$ cat src/rtl/ram_arb_pkg.sv
// Shared types for the two-port RAM arbiter. Build option: RAM_ARB_ALIGN_CHECK_EN
// (reject misaligned word accesses with err).
package ram_arb_pkg;
  localparam int RAM_G      = 18;
  localparam int DW         = 32;
  localparam int WORD_BYTES = 4;
  localparam int NUM_PORTS  = 2;

  typedef enum logic [1:0] {IDLE, ACCESS, RESP} arb_state_t;

  typedef logic port_id_t;

  typedef struct packed {
    logic             we;
    logic             bmode;
    logic [RAM_G-1:0] addr;
    logic [DW-1:0]    wdata;
  } ram_req_t;
endpackage

$ cat src/rtl/ram_port_arbiter_if.sv
// Requester ports and RAM-side bus of ram_port_arbiter.
interface ram_port_arbiter_if #(parameter int G = 18);
  logic         p0_req_i, p0_we_i, p0_byte_i;
  logic [G-1:0] p0_addr_i;
  logic [31:0]  p0_wdata_i;
  logic         p0_ack_o, p0_err_o;
  logic [31:0]  p0_rdata_o;

  logic         p1_req_i, p1_we_i, p1_byte_i;
  logic [G-1:0] p1_addr_i;
  logic [31:0]  p1_wdata_i;
  logic         p1_ack_o, p1_err_o;
  logic [31:0]  p1_rdata_o;

  logic [G-1:0] ram_addr_o;
  logic [31:0]  ram_wdata_o;
  logic         ram_en_o, ram_byte_o;
  logic [31:0]  ram_rdata_i;
  logic         busy_o;

  modport slave (
    input  p0_req_i, p0_we_i, p0_byte_i, p0_addr_i, p0_wdata_i,
    input  p1_req_i, p1_we_i, p1_byte_i, p1_addr_i, p1_wdata_i,
    input  ram_rdata_i,
    output p0_ack_o, p0_err_o, p0_rdata_o,
    output p1_ack_o, p1_err_o, p1_rdata_o,
    output ram_addr_o, ram_wdata_o, ram_en_o, ram_byte_o, busy_o
  );

  modport master (
    output p0_req_i, p0_we_i, p0_byte_i, p0_addr_i, p0_wdata_i,
    output p1_req_i, p1_we_i, p1_byte_i, p1_addr_i, p1_wdata_i,
    output ram_rdata_i,
    input  p0_ack_o, p0_err_o, p0_rdata_o,
    input  p1_ack_o, p1_err_o, p1_rdata_o,
    input  ram_addr_o, ram_wdata_o, ram_en_o, ram_byte_o, busy_o
  );
endinterface

$ cat src/rtl/ram_arb_rr_picker.sv
// Two-way round-robin picker: on a tie the port that did not win last time wins.
module ram_arb_rr_picker
  import ram_arb_pkg::*;
(
  input  logic [1:0] req,
  input  port_id_t   last_grant,
  output logic       grant_valid,
  output port_id_t   grant_id
);
  always_comb begin
    grant_valid = |req;
    grant_id    = port_id_t'(req[1]);
    if (&req) grant_id = ~last_grant;
  end
endmodule

$ cat src/rtl/ram_port_arbiter.sv
// Shares one byte-addressable RAM between the CPU LSU (port 0) and loader/DMA (port 1).
// Build option: RAM_ARB_ALIGN_CHECK_EN enables misaligned-word rejection with err.
module ram_port_arbiter
  import ram_arb_pkg::*;
#(
  parameter int G = RAM_G
)(
  input  logic               CLK,
  input  logic               RST,
  ram_port_arbiter_if.slave  bus
);
  arb_state_t state, state_nx;
  port_id_t   last_grant, win_q, grant_id;
  logic       grant_valid;
  logic       reject;
  logic [NUM_PORTS-1:0]         req, ack, err_q;
  logic [NUM_PORTS-1:0][DW-1:0] rdata_q;
  logic [DW-1:0] rd_val;
  ram_req_t   in_req [NUM_PORTS];
  ram_req_t   req_q;

  assign req = {bus.p1_req_i, bus.p0_req_i};

  always_comb begin
    in_req[0] = '{we: bus.p0_we_i, bmode: bus.p0_byte_i, addr: bus.p0_addr_i, wdata: bus.p0_wdata_i};
    in_req[1] = '{we: bus.p1_we_i, bmode: bus.p1_byte_i, addr: bus.p1_addr_i, wdata: bus.p1_wdata_i};
  end

  ram_arb_rr_picker u_pick (
    .req         (req),
    .last_grant  (last_grant),
    .grant_valid (grant_valid),
    .grant_id    (grant_id)
  );

  always_comb begin
    state_nx = state;
    case (state)
      IDLE:    if (grant_valid) state_nx = ACCESS;
      ACCESS:  state_nx = RESP;
      RESP:    state_nx = IDLE;
      default: state_nx = IDLE;
    endcase
  end

  // Latch is only loaded on a grant, so the RAM bus holds its last value when idle.
  always_ff @(posedge CLK) begin
    if (RST) begin
      state      <= IDLE;
      last_grant <= 1'b1;
      win_q      <= 1'b0;
      req_q      <= '0;
    end else begin
      state <= state_nx;
      if (state == IDLE && grant_valid) begin
        last_grant <= grant_id;
        win_q      <= grant_id;
        req_q      <= in_req[grant_id];
      end
    end
  end

`ifdef RAM_ARB_ALIGN_CHECK_EN
  assign reject = !req_q.bmode && (req_q.addr[$clog2(WORD_BYTES)-1:0] != '0);
`else
  assign reject = 1'b0;
`endif

  always_comb begin
    rd_val = bus.ram_rdata_i;
    if (req_q.we || reject) rd_val = '0;
    else if (req_q.bmode)   rd_val = {24'b0, bus.ram_rdata_i[7:0]};
  end

  // Per-port response registers: written at the end of ACCESS, held until the next ack.
  for (genvar p = 0; p < NUM_PORTS; p++) begin : g_port
    always_ff @(posedge CLK) begin
      if (RST) begin
        rdata_q[p] <= '0;
        err_q[p]   <= 1'b0;
      end else if (state == ACCESS && win_q == port_id_t'(p)) begin
        rdata_q[p] <= rd_val;
        err_q[p]   <= reject;
      end
    end
    assign ack[p] = (state == RESP) && (win_q == port_id_t'(p));
  end

  assign bus.p0_ack_o   = ack[0];
  assign bus.p0_rdata_o = rdata_q[0];
  assign bus.p0_err_o   = err_q[0];
  assign bus.p1_ack_o   = ack[1];
  assign bus.p1_rdata_o = rdata_q[1];
  assign bus.p1_err_o   = err_q[1];

  assign bus.ram_addr_o  = req_q.addr;
  assign bus.ram_wdata_o = req_q.wdata;
  assign bus.ram_byte_o  = req_q.bmode;
  assign bus.ram_en_o    = (state == ACCESS) && req_q.we && !reject;
  assign bus.busy_o      = (state != IDLE);
endmodule
$ cat src/flat_wrapper.sv
// flat-port wrapper written by rule: the top's interface ports become plain ports
module ram_port_arbiter_flat import ram_arb_pkg::*;
#(
  parameter int G = RAM_G
)
  (CLK, RST, bus_p0_req_i, bus_p0_we_i, bus_p0_byte_i, bus_p0_addr_i, bus_p0_wdata_i, bus_p1_req_i, bus_p1_we_i, bus_p1_byte_i, bus_p1_addr_i, bus_p1_wdata_i, bus_ram_rdata_i, bus_p0_ack_o, bus_p0_err_o, bus_p0_rdata_o, bus_p1_ack_o, bus_p1_err_o, bus_p1_rdata_o, bus_ram_addr_o, bus_ram_wdata_o, bus_ram_en_o, bus_ram_byte_o, bus_busy_o);
  ram_port_arbiter_if #(.G(G)) bus_i ();
  input  logic CLK;
  input  logic RST;
  input wire logic [$bits(bus_i.p0_req_i)-1:0] bus_p0_req_i;
  input wire logic [$bits(bus_i.p0_we_i)-1:0] bus_p0_we_i;
  input wire logic [$bits(bus_i.p0_byte_i)-1:0] bus_p0_byte_i;
  input wire logic [$bits(bus_i.p0_addr_i)-1:0] bus_p0_addr_i;
  input wire logic [$bits(bus_i.p0_wdata_i)-1:0] bus_p0_wdata_i;
  input wire logic [$bits(bus_i.p1_req_i)-1:0] bus_p1_req_i;
  input wire logic [$bits(bus_i.p1_we_i)-1:0] bus_p1_we_i;
  input wire logic [$bits(bus_i.p1_byte_i)-1:0] bus_p1_byte_i;
  input wire logic [$bits(bus_i.p1_addr_i)-1:0] bus_p1_addr_i;
  input wire logic [$bits(bus_i.p1_wdata_i)-1:0] bus_p1_wdata_i;
  input wire logic [$bits(bus_i.ram_rdata_i)-1:0] bus_ram_rdata_i;
  output wire logic [$bits(bus_i.p0_ack_o)-1:0] bus_p0_ack_o;
  output wire logic [$bits(bus_i.p0_err_o)-1:0] bus_p0_err_o;
  output wire logic [$bits(bus_i.p0_rdata_o)-1:0] bus_p0_rdata_o;
  output wire logic [$bits(bus_i.p1_ack_o)-1:0] bus_p1_ack_o;
  output wire logic [$bits(bus_i.p1_err_o)-1:0] bus_p1_err_o;
  output wire logic [$bits(bus_i.p1_rdata_o)-1:0] bus_p1_rdata_o;
  output wire logic [$bits(bus_i.ram_addr_o)-1:0] bus_ram_addr_o;
  output wire logic [$bits(bus_i.ram_wdata_o)-1:0] bus_ram_wdata_o;
  output wire logic [$bits(bus_i.ram_en_o)-1:0] bus_ram_en_o;
  output wire logic [$bits(bus_i.ram_byte_o)-1:0] bus_ram_byte_o;
  output wire logic [$bits(bus_i.busy_o)-1:0] bus_busy_o;
  assign bus_i.p0_req_i = bus_p0_req_i;
  assign bus_i.p0_we_i = bus_p0_we_i;
  assign bus_i.p0_byte_i = bus_p0_byte_i;
  assign bus_i.p0_addr_i = bus_p0_addr_i;
  assign bus_i.p0_wdata_i = bus_p0_wdata_i;
  assign bus_i.p1_req_i = bus_p1_req_i;
  assign bus_i.p1_we_i = bus_p1_we_i;
  assign bus_i.p1_byte_i = bus_p1_byte_i;
  assign bus_i.p1_addr_i = bus_p1_addr_i;
  assign bus_i.p1_wdata_i = bus_p1_wdata_i;
  assign bus_i.ram_rdata_i = bus_ram_rdata_i;
  assign bus_p0_ack_o = bus_i.p0_ack_o;
  assign bus_p0_err_o = bus_i.p0_err_o;
  assign bus_p0_rdata_o = bus_i.p0_rdata_o;
  assign bus_p1_ack_o = bus_i.p1_ack_o;
  assign bus_p1_err_o = bus_i.p1_err_o;
  assign bus_p1_rdata_o = bus_i.p1_rdata_o;
  assign bus_ram_addr_o = bus_i.ram_addr_o;
  assign bus_ram_wdata_o = bus_i.ram_wdata_o;
  assign bus_ram_en_o = bus_i.ram_en_o;
  assign bus_ram_byte_o = bus_i.ram_byte_o;
  assign bus_busy_o = bus_i.busy_o;
  ram_port_arbiter #(.G(G)) u_core (.CLK(CLK), .RST(RST), .bus(bus_i));
endmodule
$ cat config.mk
export PLATFORM = sky130hd
export DESIGN_NAME = ram_port_arbiter_flat
export DESIGN_NICKNAME = d
export VERILOG_FILES = /design/src/rtl/ram_arb_pkg.sv /design/src/rtl/ram_port_arbiter_if.sv /design/src/rtl/ram_arb_rr_picker.sv /design/src/rtl/ram_port_arbiter.sv /design/src/flat_wrapper.sv
export SDC_FILE = /design/constraint.sdc
export NUM_CORES = 1
export LEC_CHECK = 0
export ABC_CLOCK_PERIOD_IN_PS = 1400
export BUFFER_PORTS_ARGS = -buffer_cell sky130_fd_sc_hd__buf_4
export CAP_MARGIN = 10
export CORE_MARGIN = 2
export CORE_UTILIZATION = 42
export DETAILED_ROUTE_END_ITERATION = 8
export HOLD_SLACK_MARGIN = 0.03
export PLACE_DENSITY = 0.84
export SLEW_MARGIN = 30
export SYNTH_ARGS = -nofsm -noshare
export SYNTH_HDL_FRONTEND = slang
export SYNTH_SLANG_ARGS = --single-unit
$ cat constraint.sdc
create_clock -name CLK -period 1.4 [get_ports CLK]
set_clock_uncertainty 0.2 [all_clocks]
set_input_delay 0.21 -clock CLK [delete_from_list [all_inputs] [get_ports CLK]]
set_output_delay 0.21 -clock CLK [all_outputs]
set_load 0.02 [all_outputs]
=== Word-level counts from Yosys, hierarchy flattened ===
Cells that the tools add are included.

* Register bits after elaboration: 120
* Input port bits: 140
* Output and inout port bits: 121
* Logic and storage cells: 34

* Order comparisons: 1
* Equal/unequal tests: 3
* Multiplexer cells: 8
* Bitwise operators: 3
* Reduce and logical (&&, ||, !) cells: 10

{| class="wikitable"
|+ Operator list
! operator !! count
|-
| 52-bit two-way mux || 3
|-
| 32-bit two-way mux || 2
|-
| 1-bit logical AND || 6
|-
| 2-bit one-hot mux with 2 select lines || 1
|-
| 2-bit by 1-bit == test with 1-bit output, second input constant || 1
|-
| 2-bit == test, second input constant || 1
|-
| 2-bit greater-or-equal comparator, second input constant || 1
|-
| 2-bit logical NOT || 1
|-
| 2-bit two-way mux || 1
|-
| 2-bit by 1-bit != test with 1-bit output, second input constant || 1
|-
| 1-bit NOT || 2
|-
| 1-bit NOT with 2-bit output || 1
|-
| 2-bit AND reduction || 1
|-
| 2-bit nonzero test || 1
|-
| 2-bit OR reduction || 1
|-
| 1-bit two-way mux || 1
|}

=== Logic depth before layout (Yosys ltp) ===
Gate-level depths: netlist (run 1).

* Word-level depth: 6
* Gate-level depth with buffers: 6
* Gate-level depth less buffers: 4

=== Cells and area by module ===
From an unflattened synthesis (run 1), not the netlist that was laid out.

* Cells, all modules: 518
* Area, all modules: 5395.2 µm²

{| class="wikitable"
|+ By module, submodules not included
! module !! times used !! cells an instance !! area each (µm²)
|-
| ram_port_arbiter || 1 || 516 || 5381.4
|-
| ram_arb_rr_picker || 1 || 2 || 13.8
|}

=== Least setup slack after synthesis (run 1) ===
No wires, ideal clock.

* Path kind: flip-flop to flip-flop
* Start point: register u_core.state[1]
* End point: register u_core.rdata_q, in the netlist u_core.bus.p0_rdata_o[10]
* Setup time: 132 ps
* Arrival time: 1169 ps
* Required time: 1068 ps
* Setup slack: -101 ps
* Stages on the path, launching flop included: 7
* Path buffers: 3
* Path through: dfxtp_1 > buf_4 > or3b_1 > buf_2 > buf_6 > nand2_1 > a21oi_1

* Word-level cells in the longest chain between the ends: 2

{| class="wikitable"
|+ RTL lines
! item !! RTL line !! RTL
|-
| from (decl) || ram_port_arbiter.sv:12 || <nowiki>arb_state_t state, state_nx;</nowiki>
|-
| from (signal assigned) || ram_port_arbiter.sv:54 || <nowiki>state <= state_nx;</nowiki>
|-
| 2-bit by 1-bit == test with 1-bit output || ram_port_arbiter.sv:81 || <nowiki>end else if (state == ACCESS && win_q == port_id_t'(p)) begin</nowiki>
|-
| 1-bit logical AND || ram_port_arbiter.sv:81 ||
|-
| to (signal, indexed assignment) || ram_port_arbiter.sv:82 || <nowiki>rdata_q[p] <= rd_val;</nowiki>
|-
| to (decl) || ram_port_arbiter.sv:17 || <nowiki>logic [NUM_PORTS-1:0][DW-1:0] rdata_q;</nowiki>
|}

Every way passes these cells.
A chain may end at the register's enable or synchronous reset.

=== Worst setup path after layout (run 1) ===
* Start point: register u_core.state[0]
* End point: register u_core.req_q, in the netlist u_core.bus.ram_wdata_o[14]

* Word-level cells in the longest chain between the ends: 2

{| class="wikitable"
|+ RTL lines
! item !! RTL line !! RTL
|-
| 2-bit logical NOT || ram_port_arbiter.sv:55 || <nowiki>if (state == IDLE && grant_valid) begin</nowiki>
|-
| 1-bit logical AND || ram_port_arbiter.sv:55 ||
|-
| to (signal assigned) || ram_port_arbiter.sv:58 || <nowiki>req_q <= in_req[grant_id];</nowiki>
|-
| to (decl) || ram_port_arbiter.sv:20 || <nowiki>ram_req_t req_q;</nowiki>
|}

Every way passes these cells.

==> flow_summary.ini, run 1 <==
[routing]
drt-total-wl_mm = 34.15
vias_per_cell = 6.198
antenna_left = 0
drtIter0Drc = 1023
drtPass1Iterations = 8
via_count = 7673
drt-wirelength-per-cell_um = 27.59
drc = 0

[critical_path]
critical_path.max_fanout = 5
max_stage_delay_ps = 670
crit_type = reg -> reg
cp_cell_sequence = nor2_4 -> inv_4 -> buf_6 -> nor2_4 -> buf_6 -> buf_12 -> buf_16 -> a311oi_1
cp.arrival_ps = 2190
startpoint_type = flop
crit_path_end_kind = flop
crit_path_top_delay_cell = a311oi_1
crit_required_ps = 1440

[synthesis]
syn_area_mm2 = 0.005325
yosys.cell_types.count = 25
yosysTopAreaCellShare_pct = 45.11
ys_seq_area_share_pct = 45.11
ys_ff_latch = 120
ys_warn_count = 0
syn_inst = 665
syn_avg_cell_area_um2 = 8.008
yosys.area.top_type = dfxtp_1
synth_area_leaders = dfxtp_1 45%, nand2_1 13%, a21oi_1 11%, buf_4 9.3%, a311oi_1 8.6%

[timing]
layout_min_cycle_time_ps = 2151
final_max_slew_viol_count = 0
fin_crit_sh_pct = 153.6
slew_headroom_pct = 48.20
tightest_slew_ps = 771.8
hold_viol = 0
setup_tns_ps = -29810
setup_viol = 130
final.setup.worst_slack_ps = -750.6
rsz0062_at_grt = true
fmax_mhz = 465.0

[grt]
grt_pass1_vias = 7643
gr-total-overflow = 0
grt_max_degree = 66
antenna_found_initial = 1
grt_pass1_wl_mm = 42.15
grt_usage_pct = 41.48

[floorplan]
die_area_mm2 = 0.01360
dieHeight_um = 116.6
die_w_um = 116.6
ios = 261
start_util_pct = 42.54
row_count = 41
core_mm2 = 0.01252

[min_path]
hp-class = in -> reg

[cts]
clock_sinks = 120
clk_pin_slew_ps = 60
h-tree-depth = 4
cts_buffers = 17
clk_path_buf_depth = 2
clk_latency_ps = 430
clock-root-buffer = clkbuf_16
cts_tree = yes

[cells_and_area]
multi_input_area_mm2 = 0.003458
final_common_cell = buf_4
final_layout_size_suffix_gt1_share_pct = 57.37
fillers = 433
post-route-cell-area_mm2 = 0.01146
final_cell_mix = 266 x buf_4, 137 x dlygate4sd3_1, 127 x nand2_1
syn_to_final_growth_pct = 115.2
final_cells = 1238
nNetsFinal = 1193
seq_area_mm2 = 0.002441

[placed_design]
place_inst = 1011
port_buffers = 258
place_area_mm2 = 0.007148
dpl.hpwl_mm = 11.08
gp_congestion = 0.7663

[power_and_ir_drop]
p_comb_share_pct = 32.5
leakage_nw = 4.804
p_int_mw = 8.431
seqPwrFrac_pct = 31.3
switching_share_pct = 32.88
total_power_mw = 12.56
power.density_mw_per_mm2 = 1096
p_sw_mw = 4.130
vdd.ir_drop.worst_mv = 0.8930
clock_power_share_pct = 36.2

[flow_run]
maxCapViolCount = 0

[outcome]
violations = setup timing
status = complete, but fails checks
-- state kept, by name, summed over array words and instances (netlist names) --
| signal | cells |
|---|---|
| u_core.bus.p1_rdata_o | 32 |
| u_core.bus.p0_rdata_o | 32 |
| u_core.bus.ram_wdata_o | 32 |
| u_core.state | 2 |
| u_core.bus.ram_byte_o | 1 |
| u_core.req_q | 1 |
| u_core.bus.ram_addr_o | 18 |
| u_core.win_q | 1 |
| u_core.last_grant | 1 |
-- worst max-delay path, delay by kind of cell, from the launching register on --
family          cells  cell delay [ps]
buf+inv             5              580
compound gates      1              670
flops               1              390
simple gates        2              110
-- layer usage --
layer  up-vias  GRT usage (%)  part of all wire [%]
met1      3546          43.08                    33
met3       311          13.86                    12
li1       3034              -                     -
met4         0          30.59                   9.4
met2       782          69.92                    46
met5         -              0                     0
-- through the flow --
stage          hold slack, ps  worst slack, ps  util [%]
2_1_floorplan           157.5           -59.84         -
3_3_place_gp            237.9           -66.99     57.11
3_5_place_dp            245.5           -139.6     57.11
4_1_cts                 51.97           -284.0     84.68
5_1_grt                 215.4           -687.3     91.56
6_report                227.0           -750.6     91.56
-- cells by family (layout without fill, tap and decap cells) --
logic type             count (synthesis)  count (layout)  share of synthesized area [%]
buffers and inverters                115             514                          13.79
AO/OA/AOI/OAI                        173             173                          20.28
other                                  1               3                        0.07042
flip-flops                           120             120                          45.11
AND/OR/NAND/NOR                      256             256                          20.75
-- worst paths after layout --
check	start	end	slack, ps	depth (start not counted)
setup / recovery	u_core.state[0]	u_core.bus.ram_wdata_o[14]	-750	8
hold / removal	bus_p1_req_i	u_core.win_q	230	5
setup reg to reg	u_core.state[0]	u_core.bus.ram_wdata_o[14]	-750	8
hold reg to reg	u_core.bus.p1_rdata_o[28]	u_core.bus.p1_rdata_o[28]	250	2
-- area by class of cell --
type                            instances  share of cell area (%)
Antenna cell                            1                 0.02183
Clock buffer                           23                   4.345
Clock inverter                          8                  0.8188
Inverter                                1                 0.05459
Multi-Input combinational cell        431                   30.17
Sequential cell                       120                   21.30
Tap cell                              172                   1.878
Timing Repair Buffer                  482                   41.41
-- synth_stat cells --
library cell,instances
nand2_1,184
dfxtp_1,120
a21oi_1,117
buf_4,66
a311oi_1,52
nand3_1,49
buf_2,26
clkbuf_1,18
nor2b_1,8
and3b_1,3
buf_6,3
nand3b_1,2
nor2_1,2
nor2_4,2
nor3b_1,2
o21ai_0,2
a21bo_2,1
a21boi_4,1
buf_1,1
conb_1,1
inv_2,1
nor3_1,1
nor3b_2,1
or2_2,1
or3b_1,1
-- repair_timing --
action	CTS	global route
hold buffers	137	0
setup endpoints to repair	92	136
setup buffers	35	17
endpoints found under the hold margin	119	0
gates cloned	22	1
resized for setup	159	233
pin swaps	78	101
-- power groups by stage --
| stage | logic, mW | clock network, mW | registers [mW] |
|---|---|---|---|
| 4_1_cts | 3.36 | 4.38 | 3.84 |
| 6_report | 4.08 | 4.55 | 3.94 |
| 3_3_place_gp | 2.11 | 0 | 3.89 |
| 2_1_floorplan | 1.34 | 0 | 3.93 |
| 5_1_grt | 4.14 | 4.65 | 3.94 |
| 3_5_place_dp | 2.13 | 0 | 3.89 |
Power figures use the tool's default switching activity.
==> inputs of run 2 (changes only) <==
--- a/config.mk
+++ b/config.mk
@@ -5,7 +5,6 @@
 export SDC_FILE = /design/constraint.sdc
 export NUM_CORES = 1
 export LEC_CHECK = 0
-export ABC_CLOCK_PERIOD_IN_PS = 1400
 export BUFFER_PORTS_ARGS = -buffer_cell sky130_fd_sc_hd__buf_4
 export CAP_MARGIN = 10
 export CORE_MARGIN = 2
@@ -16,4 +15,5 @@
 export SLEW_MARGIN = 30
 export SYNTH_ARGS = -nofsm -noshare
 export SYNTH_HDL_FRONTEND = slang
+export SYNTH_HIERARCHICAL = 1
 export SYNTH_SLANG_ARGS = --single-unit
==> flow_summary.ini, run 2 <==
[critical_path]
reg2reg_from = u_core/state[0]
critical_path.max_fanout = 12
crit_end = u_core/bus.ram_addr_o[14]
worstSetupStartpoint = u_core/state[0]
crit_path_end_kind = flop
reg2reg_depth = 4
r2r_end = u_core/bus.ram_addr_o[14]
crit_type = reg -> reg
r2r_slack_ps = -270
cp.arrival_ps = 1800
startpoint_type = flop
crit_required_ps = 1530

[cts]
clk_path_buf_depth = 2
cts_tree = yes
clk_pin_slew_ps = 60
clock-root-buffer = clkbuf_16
clock_sinks = 120
clk_latency_ps = 400
h-tree-depth = 4
cts_buffers = 17

[synthesis]
syn_inst = 518
ys_warn_count = 6
yosys.cell_types.count = 29
syn_avg_cell_area_um2 = 10.42
muxShareOfSynthArea_pct = 9.647
ys_top_cells_by_count = 120 x dfxtp_1, 58 x nand2_1, 52 x buf_4, 52 x mux2i_1, 49 x nand3b_1
synth_xor_area_share_pct = 0
synth_top_family_by_area = compound AO/OA/AOI/OAI gates
synth_simple_gate_area_share_pct = 13.71
synth_compound_area_share_pct = 20.13
synth_adder_area_share_pct = 0
synth_area_leaders = dfxtp_1 45%, o2bb2ai_2 10%, mux2i_1 9.6%, buf_4 7.2%, nand3b_1 6.8%
ys.flop_type = dfxtp_1
yosys.area.top_type = dfxtp_1
synth_enable_flop_cells = 0
yosysTopAreaCellShare_pct = 44.53
synth_most_common_cell = dfxtp_1
synth-async-reset-ratio_pct = 0
syn_area_mm2 = 0.005395
ys_seq_area_share_pct = 44.53
ys_ff_latch = 120

[floorplan]
dieHeight_um = 117.3
die_w_um = 117.3
row_count = 41
die_area_mm2 = 0.01377
core_mm2 = 0.01257
ios = 261
start_util_pct = 42.93

[cells_and_area]
fin_util_pct = 82.04
syn_to_final_growth_pct = 91.12
fillers = 622
final_common_cell = buf_4
nNetsFinal = 1038
post-route-cell-area_mm2 = 0.01031
final_cell_mix = 277 x buf_4, 137 x dlygate4sd3_1, 105 x dfxtp_1
final_layout_size_suffix_gt1_share_pct = 51.87

[placed_design]
place_area_mm2 = 0.007291
gp_congestion = 0.8427
port_buffers = 258
dpl.hpwl_mm = 10.95

[power_and_ir_drop]
leakage_nw = 4.425
vdd.ir_drop.worst_mv = 0.9732
power.density_mw_per_mm2 = 1077
total_power_mw = 11.10

[routing]
drc = 0
drtPass1Iterations = 5
vias_per_cell = 5.331
drt-wirelength-per-cell_um = 22.21
drt-total-wl_mm = 24.05
antenna_left = 0
drtIter0Drc = 516
via_count = 5774

[flow_run]
maxCapViolCount = 0

[grt]
gr-total-overflow = 0
grt_pass1_vias = 6033
grt_max_degree = 57
antenna_found_initial = 1
grt_usage_pct = 30.50
grt_pass1_wl_mm = 32.84

[outcome]
status = complete, but fails checks
violations = setup timing

[timing]
final_max_slew_viol_count = 0
hold_slack_ps = 167.8
final.setup.worst_slack_ps = -270.3
hold_viol = 0
layout_min_cycle_time_ps = 1670
fmax_mhz = 598.7
setup_viol = 122
fin_crit_sh_pct = 119.3
rsz0062_at_grt = true

[min_path]
hp-class = in -> reg
[run 2: cell count changes after synthesis, sizes merged, moves of 3 or more]
cell,previous run,this run
nand2,184,58
clkbuf,18,22
o21ai,2,48
a311oi,52,0
nand3b,2,49
buf,96,73
a21oi,117,19
nand3,49,1
nor2,4,1
o2bb2ai,0,52
mux2i,0,52
[run 2: area by class of cell]
| cell class | count | area [um2] | area share [%] |
|---|---|---|---|
| flip-flops and latches | 120 | 2421 | 23.48 |
| repair buffers | 455 | 4225 | 40.98 |
| inverters | 2 | 10.01 | 0.09708 |
| clock inverters | 8 | 120.1 | 1.165 |
| well taps | 172 | 215.2 | 2.087 |
| clock buffers | 23 | 478.0 | 4.635 |
| diodes | 1 | 2.502 | 0.02427 |
| multi-input cells | 302 | 2839 | 27.53 |
[run 2: routing by layer]
metal / wire, um / global-route usage [%] / vias up
met3: 1405 / 7.296 / 110
li1: - / - / 2539
met2: 12860 / 56.91 / 339
met5: 0 / 0 / -
met4: 1531 / 18.00 / 0
met1: 8256 / 30.60 / 2786
[run 2: critical path, cell delays in order (launching register included)]
cell and delay, ps:
dfxtp_2 320, or3b_4 390, or2_4 330, buf_12 190, o2bb2ai_2 160
[run 2: stage by stage]
step	worst slack, ps	setup TNS (ps)	std cells
4_1_cts	-242.6	-21530	1070
2_1_floorplan	-276.7	-17640	519
3_3_place_gp	-361.7	-22620	887
3_5_place_dp	-407.4	-26080	887
6_report	-270.3	-24820	1083
5_1_grt	-305.0	-28080	1083
[run 2: cells by family after synthesis]
logic type	count (synthesis)
multiplexers	52
other	1
AO/OA/AOI/OAI	120
buffers and inverters	97
flip-flops	120
AND/OR/NAND/NOR	128
[run 2: report_power, final]
group | internal [mW] | switching, mW | total [mW]
sequential | 3.66 | 0.198 | 3.86
combinational | 1.46 | 1.34 | 2.80
clock | 2.92 | 1.52 | 4.45
total | 8.04 | 3.06 | 11.1
[run 2: what timing repair did]
item | in CTS | in global routing
resized for setup | 75 | 99
hold endpoints to repair | 117 | 0
hold buffers | 137 | 0
setup buffers | 8 | 5
endpoints found under the setup margin | 118 | 126
cloned | 8 | 7
pin swaps | 8 | 17
[run 2: worst min-delay path by stage]
stage	end	from	cells past startpoint
2_1_floorplan	u_core/bus.p0_rdata_o[16]	bus_ram_rdata_i[16]	2
3_3_place_gp	u_core/bus.p0_rdata_o[4]	u_core/bus.p0_rdata_o[4]	2
3_5_place_dp	u_core/bus.p0_rdata_o[6]	u_core/bus.p0_rdata_o[6]	2
4_1_cts	u_core/bus.p1_rdata_o[7]	RST	3
5_1_grt	u_core/bus.p1_rdata_o[7]	RST	3
6_report	u_core/bus.p1_rdata_o[7]	RST	3
==> inputs of run 3 (changes only) <==
--- a/config.mk
+++ b/config.mk
@@ -8,10 +8,11 @@
 export BUFFER_PORTS_ARGS = -buffer_cell sky130_fd_sc_hd__buf_4
 export CAP_MARGIN = 10
 export CORE_MARGIN = 2
-export CORE_UTILIZATION = 42
+export CORE_UTILIZATION = 33
 export DETAILED_ROUTE_END_ITERATION = 8
 export HOLD_SLACK_MARGIN = 0.03
-export PLACE_DENSITY = 0.84
+export PLACE_DENSITY = 0.7
+export RECOVER_POWER = 100
 export SLEW_MARGIN = 30
 export SYNTH_ARGS = -nofsm -noshare
 export SYNTH_HDL_FRONTEND = slang
==> constraint.sdc (replaced) <==
create_clock -name CLK -period 1.5 [get_ports CLK]
set_clock_uncertainty 0.2 [all_clocks]
set_input_delay 0.225 -clock CLK [delete_from_list [all_inputs] [get_ports CLK]]
set_output_delay 0.225 -clock CLK [all_outputs]
set_load 0.02 [all_outputs]
==> flow_summary.ini, run 3 (synthesized netlist as in run 2, its figures left out) <==
[routing]
drtIter0Drc = 248
antenna_left = 0
via_count = 5377
vias_per_cell = 4.737
drc = 0
drtPass1Iterations = 6
drt-total-wl_mm = 20.61
drt-wirelength-per-cell_um = 18.16

[critical_path]
worstSetupStartpoint = u_core/state[0]
crit_top_cell = buf_6
crit_type = reg -> out
crit_required_ps = 1070
path_delay_family = flip-flops
cp.arrival_ps = 1220
max_stage_delay_ps = 340
crit_path_end_kind = output port
cp_cell_sequence = buf_6 -> and3b_2 -> buf_6
reg2reg_from = u_core/last_grant
startpoint_type = flop
cp_num_buf_inv = 2
crit_path_top_delay_cell = dfxtp_2
critical_path.max_fanout = 8

[min_path]
hp-class = in -> reg
holdCritStartpoint = bus_p0_req_i

[cells_and_area]
final_cell_mix = 167 x buf_4, 136 x dlygate4sd3_1, 117 x dfxtp_1
syn_to_final_growth_pct = 85.34
fillers = 1262
nNetsFinal = 1046
final_layout_size_suffix_gt1_share_pct = 43.18
final_common_cell = buf_4

[cts]
clk_pin_slew_ps = 50
h-tree-depth = 4
clock_sinks = 120
cts_buffers = 17
cts_tree = yes
clk_path_buf_depth = 2
clk_latency_ps = 400
clock-root-buffer = clkbuf_16

[floorplan]
die_area_mm2 = 0.01739
row_count = 46
core_mm2 = 0.01594
start_util_pct = 33.84
ios = 261
dieHeight_um = 131.9
die_w_um = 131.9

[timing]
fmax_mhz = 607.4
hold_viol = 0
final_max_slew_viol_count = 0
layout_min_cycle_time_ps = 1646
setup_viol = 121
setup_tns_ps = -10760
tightest_slew_ps = 622.9
rsz0062_at_grt = true
fin_crit_sh_pct = 109.8
final.setup.worst_slack_ps = -146.3
slew_headroom_pct = 58.47

[outcome]
violations = setup timing
status = complete, but fails checks

[grt]
grt_max_degree = 57
gr-total-overflow = 0
grt_usage_pct = 20.53
antenna_found_initial = 2
grt_pass1_wl_mm = 28.64
grt_pass1_vias = 5493

[power_and_ir_drop]
vdd.ir_drop.worst_mv = 0.7252
power.density_mw_per_mm2 = 1016
leakage_nw = 4.171
total_power_mw = 10.16

[placed_design]
dpl.hpwl_mm = 10.69
gp_congestion = 0.7195
port_buffers = 258

[flow_run]
maxCapViolCount = 0
==> run 3: path summary, 6_finish.rpt <==
kind,to,slack (ps),depth (start not counted)
min,u_core/last_grant,150,5
max,bus_p1_ack_o,-150,3
min reg2reg,u_core/bus.p0_rdata_o[2],250,2
max reg2reg,u_core/bus.ram_addr_o[0],-150,5
==> run 3: timing repair <==
item | 4_1_cts | 5_1_grt
gates resized for setup | 33 | 92
buffers inserted | 3 | 7
gates cloned | 3 | 15
hold endpoints to repair | 118 | 0
pin swaps | 3 | 14
setup endpoints to repair | 89 | 121
hold buffers | 137 | 0
==> run 3: routing by layer <==
| layer | track usage, % | part of all wire (%) |
|---|---|---|
| met3 | 5.344 | 5.1 |
| met2 | 36.11 | 51 |
| met4 | 11.05 | 3.6 |
| met1 | 22.61 | 41 |
| met5 | 0 | 0 |
==> run 3: per-stage QoR <==
| stage | hold WS (ps) | cell area (um2) | instances | setup WS [ps] | util (%) |
|---|---|---|---|---|---|
| floorplan | 174.4 | 5431 | 519 | -176.7 | - |
| global placement | 241.9 | 7431 | 939 | -311.6 | 46.61 |
| detailed placement | 247.6 | 7431 | 939 | -334.7 | 46.61 |
| CTS | 132.1 | 9609 | 1111 | -147.2 | 60.27 |
| global route | 188.2 | 10000 | 1135 | -202.2 | 62.72 |
| finish | 148.8 | 10000 | 1135 | -146.3 | 62.72 |
==> run 3: layout make-up <==
class                   instances  area [um2]  area share (%)
well taps                     216       270.3           2.703
flip-flops and latches        120        2406           24.06
repair buffers                462        3910           39.10
multi-input cells             303        2800           28.00
clock buffers                  22       474.2           4.742
inverters                       2       12.51          0.1251
diodes                          2       5.005         0.05005
clock inverters                 8       121.4           1.214
==> run 3: power by group <==
part,switching (mW),internal [mW]
sequential,0.171,3.41
combinational,1.18,1.27
clock,1.41,2.72
total,2.76,7.40
==> run 3: tightest hold or removal path, stage by stage <==
cell,delay (ps)
buf_4,80
or2_1,130
buf_4,130
nand3_1,90
nand2_1,60
